File: src/rtl/imm_ext_pipe.sv
// Immediate extender feeding a 2-entry output FIFO with registered handshakes.
// Optional completed-transfer counter enabled by macro IMM_EXT_PIPE_CNT_EN.
module imm_ext_pipe #(
    parameter int unsigned bus_size    = 32,
    parameter int unsigned bus_size_in = 16
) (
    input  logic                   clk,
    input  logic                   rst,
    input  logic [bus_size_in-1:0] in,
    input  logic [1:0]             mode,
    input  logic                   in_valid,
    output logic                   in_ready,
    output logic [bus_size-1:0]    out,
    output logic                   out_valid,
    input  logic                   out_ready,
    output logic [15:0]            xfer_cnt
);

    localparam int unsigned EXT_W = bus_size - bus_size_in;

    typedef enum logic [1:0] {
        EMPTY = 2'd0,
        ONE   = 2'd1,
        FULL  = 2'd2
    } state_t;

    state_t              state;
    state_t              state_next;
    logic [bus_size-1:0] tail;
    logic [bus_size-1:0] head_next;
    logic [bus_size-1:0] tail_next;
    logic [bus_size-1:0] sext;
    logic [bus_size-1:0] ext;
    logic                push;
    logic                pop;

    assign push = in_valid && in_ready;
    assign pop  = out_valid && out_ready;

    // Extension of the raw immediate; only captured on acceptance
    always_comb begin
        sext = {{EXT_W{in[bus_size_in-1]}}, in};
        ext  = '0;
        case (mode)
            2'b00:   ext = {{EXT_W{1'b0}}, in};
            2'b01:   ext = sext;
            2'b10:   ext = {in, {EXT_W{1'b0}}};
            default: ext = sext << 2;
        endcase
    end

    // Occupancy FSM; out is the FIFO head register, tail the second slot
    always_comb begin
        state_next = state;
        head_next  = out;
        tail_next  = tail;
        case (state)
            EMPTY: begin
                if (push) begin
                    state_next = ONE;
                    head_next  = ext;
                end
            end
            ONE: begin
                if (push && pop) begin
                    head_next = ext;
                end else if (push) begin
                    tail_next  = ext;
                    state_next = FULL;
                end else if (pop) begin
                    state_next = EMPTY;
                end
            end
            FULL: begin
                if (pop) begin
                    head_next  = tail;
                    state_next = ONE;
                end
            end
            default: state_next = EMPTY;
        endcase
    end

    always_ff @(posedge clk) begin
        if (rst) begin
            state     <= EMPTY;
            out       <= '0;
            tail      <= '0;
            in_ready  <= 1'b1;
            out_valid <= 1'b0;
        end else begin
            state     <= state_next;
            out       <= head_next;
            tail      <= tail_next;
            in_ready  <= (state_next != FULL);
            out_valid <= (state_next != EMPTY);
        end
    end

`ifdef IMM_EXT_PIPE_CNT_EN
    always_ff @(posedge clk) begin
        if (rst) begin
            xfer_cnt <= '0;
        end else if (pop) begin
            xfer_cnt <= xfer_cnt + 16'd1;
        end
    end
`else
    assign xfer_cnt = '0;
`endif

endmodule

File: config.mk
export PLATFORM = sky130hd
export DESIGN_NAME = imm_ext_pipe
export DESIGN_NICKNAME = d
export VERILOG_FILES = /design/src/rtl/imm_ext_pipe.sv
export SDC_FILE = /design/constraint.sdc
export NUM_CORES = 1
export LEC_CHECK = 0
export ABC_CLOCK_PERIOD_IN_PS = 1900
export CORE_MARGIN = 2
export CORE_UTILIZATION = 50
export DETAILED_ROUTE_END_ITERATION = 7
export MAX_ROUTING_LAYER = met4
export PLACE_DENSITY = 0.79
export SLEW_MARGIN = 25
export SYNTH_ARGS = -nofsm -noshare
export SYNTH_HDL_FRONTEND = slang
export SYNTH_SLANG_ARGS = --single-unit
File: constraint.sdc
create_clock -name clk -period 1.9 [get_ports clk]
set_input_delay 0.38 -clock clk [delete_from_list [all_inputs] [get_ports clk]]
set_output_delay 0.38 -clock clk [all_outputs]
set_load 0.01 [all_outputs]
==> metrics.md, run 1 <==
| Metric | Value |
|---|---|
| Number of global-route vias before repair | 2540 |
| Final GP Congestion | around 0.91 |
| Cells after Synth | approximately 380 |
| Adder-cell area share of the yosys netlist | 0% |
| Mux cell area share after synthesis | 0.9420% |
| Area growth syn-to-layout | 24.27% |
| Post-layout nets | 456 |
| TritonCTS clock tree | built |
| Period minus WS final | 1.630 ns |
| Post-synth EDFFs | 0 |
| Unrepaired setup endpoints after global routing | no |
| Setup Skew | 0.007822 ns |
| Final setup fails | 0 |
| Post-Synth Simple-Gate Area | 19.03% |
| DRT Pass-1 Iters | 4 |
| Critical Path Source Type | flip-flop |
| H-Tree Depth | 3 |
| Crit path kind | flip-flop to primary output |
| Post_cts resized | 0 |
| Top Ports | 72 |
| Compound-cell area share of the yosys netlist | 30.18% |
| Antenna viol nets, final | 0 |
| Reg2reg setup slack | between 0.4 and 0.5 ns |
| I/O Buffers | 55 |
| Setup bufs post-CTS | 0 |
| Max frequency | 613.5 MHz |
| Global Route Usage Sum | between 20% and 30% |
| Commonest non-fill, non-tap cell in the layout | dfxtp_1 |
| Final Hold Vio Count | 0 |
| Synth Cell Area | 3321 sq um |
| Final Cycle Share | 85.79% |
| Seq/Total Area, Yosys | about two fifths |
| Pwr dens | 854.6 nW/um^2 |
| Crit path cell chain | clkdlybuf4s50_1 |
| First-pass GRT wire length | 12300 um |
| Grt ovf | 0 |
| Xor-xnor portion of the synthesized cell area | 0% |
| Worst-path clk slew | 0.07 ns |
| DIE AREA | ~7300 sq um |
| Critical path's slowest cell | clkdlybuf4s50_1 |
| Share of cells above drive strength 1 | 12.79% |
| Number of library cell types mapped by synthesis | 34 |
| Avg Cell Area, Syn | 8.648 sq um |
| MaxCap Viol Count | 0 |
| Starting Density | approximately 52% |
| Yosys reg bits | 68 |
| Top_reg_cell synth | dfxtp_1 |
| Hold WC Path Type | input pin to flip-flop |
| CP max stage delay | 0.55 ns |
| Fillers | 528 |
| Max clock buf depth | 2 |
| Critical path arrival | 1.25 ns |
| Combinational family with the most area after synthesis | compound AO/OA/AOI/OAI gates |
| Setup TNS | 0 ns |
| 1st-iter DRT viols | 141 |
| Hold_ws | 0.4012 ns |
| Pre-CTS WS | -0.03223 ns |
| Lkg Pwr | 1.397 nW |
| Post-Route WL | 7430 um |
| CTS Sinks | 68 |
| Site Rows | 29 |
| CTS buffer count | 9 |
| Asr flop ratio synth | 0% |
| Via Count | around 2800 |
| Most frequent cells in the layout | dfxtp_1 (68), clkdlybuf4s50_1 (54), nand2_1 (38), nor2_1 (34), a21oi_1 (33) |
| Initial antenna violation count | 0 |
| Synth Warn # | 0 |
| Crit path max-delay family | buffers and inverters |
| Total core area | 6386 sq um |
| Critical Path RT | 1.52 ns |
| Critical Path Fanout Max | 4 |
| Die height | 85.50 um |
| Setup ws final | 0.2699 ns |
| Clock root buffer | clkbuf_8 |
| Residual DRC count | 0 |
| Post-CTS Hold Buffers | 0 |
| Max Slew Vio Count | 0 |
| Antenna Cells | 0 |
| DP HPWL | slightly above 5000 um |
| Outcome | finished clean |
| VDD IR max | 506.9 uV |
| Buf+Inv Stages, Crit Path | 1 |
| Worst setup EP type | primary output |
| DR vias/cell | 5.435 |
| Pin count of the biggest net entering global routing | 41 |
| Fin util | 64.62% |
| Die X | 85.50 um |
| Avg WL per Cell | 14.43 um |
| Clk_lat worst skew | 0.33 ns |
## synthesized netlist by cell type (all sizes together), types with 2 or more instances
cell	count	area (sq um)
nor2b	18	112.6
a311oi	3	26.28
nand2b	30	187.7
o22ai	28	300.3
clkbuf	20	76.32
nand2	38	142.6
o211ai	2	15.01
a21oi	33	165.2
a211oi	29	217.7
o21a	28	210.2
and3	2	12.51
a21o	3	22.52
nor3	3	15.01
nor2	34	127.6
mux2i	2	20.02
buf	29	210.2
and2	2	12.51
dfxtp	68	1361
## final timing paths
kind                            startpoint  cells after the start        end
worst max-delay path             out_valid                      1  out_valid
worst min-delay path                   rst                      2    out[16]
worst min register to register     tail[1]                      2     out[1]
worst max register to register    state[0]                      5     out[1]
## per-layer routing
layer	wire length [um]	track usage (%)
met1	3482	28.98
met5	0	-
met2	3349	31.11
met3	366	5.390
met4	233	11.11
## through the flow
stage	cell area [sq um]	instances	power, mW
6_report	4126	515	3.526
5_1_grt	4126	515	3.719
4_1_cts	4126	515	3.558
3_5_place_dp	3939	500	2.443
3_3_place_gp	3939	500	2.429
2_1_floorplan	3377	399	2.151
## cell type report
| class | count | area [sq um] | share of cell area [%] |
|---|---|---|---|
| multi-input cells | 281 | 1734 | 42.03 |
| flip-flops and latches | 68 | 1361 | 32.99 |
| repair buffers | 73 | 743.2 | 18.01 |
| clock buffers | 14 | 182.7 | 4.427 |
| well taps | 77 | 96.34 | 2.335 |
| clock inverters | 1 | 5.005 | 0.1213 |
| inverters | 1 | 3.754 | 0.09096 |
## report_power, final
group	leakage (nW)	internal, mW	switching [mW]
Combinational	0.743	0.396	0.404
Clock	0.0986	0.608	0.504
Sequential	0.555	1.55	0.0676
## cells by family after synthesis
logic type / Yosys count
compound gates: 132
simple gates: 130
flops: 68
buf+inv: 50
mux: 3
other cells: 1
## flip-flops by register name, indices dropped and copies added (netlist names)
register and count:
out_valid 1, tail 32, state 2, in_ready 1, out 32
(Power assumes the default switching activity.)
==> run 2, diff against run 1 <==
--- a/config.mk
+++ b/config.mk
@@ -11,7 +11,7 @@
 export DETAILED_ROUTE_END_ITERATION = 7
 export MAX_ROUTING_LAYER = met4
 export PLACE_DENSITY = 0.79
-export SLEW_MARGIN = 25
+export SLEW_MARGIN = 0
 export SYNTH_ARGS = -nofsm -noshare
 export SYNTH_HDL_FRONTEND = slang
 export SYNTH_SLANG_ARGS = --single-unit
==> results of run 2 <==
Same layout as run 1: the final DEF is identical, and so are final timing and power.
==> run 3, diff against run 2 <==
--- a/config.mk
+++ b/config.mk
@@ -11,7 +11,7 @@
 export DETAILED_ROUTE_END_ITERATION = 7
 export MAX_ROUTING_LAYER = met4
 export PLACE_DENSITY = 0.79
-export SLEW_MARGIN = 0
+export SLEW_MARGIN = 25
 export SYNTH_ARGS = -nofsm -noshare
 export SYNTH_HDL_FRONTEND = slang
 export SYNTH_SLANG_ARGS = --single-unit
==> results of run 3 <==
Same layout as run 1: the final DEF is identical, and so are final timing and power.
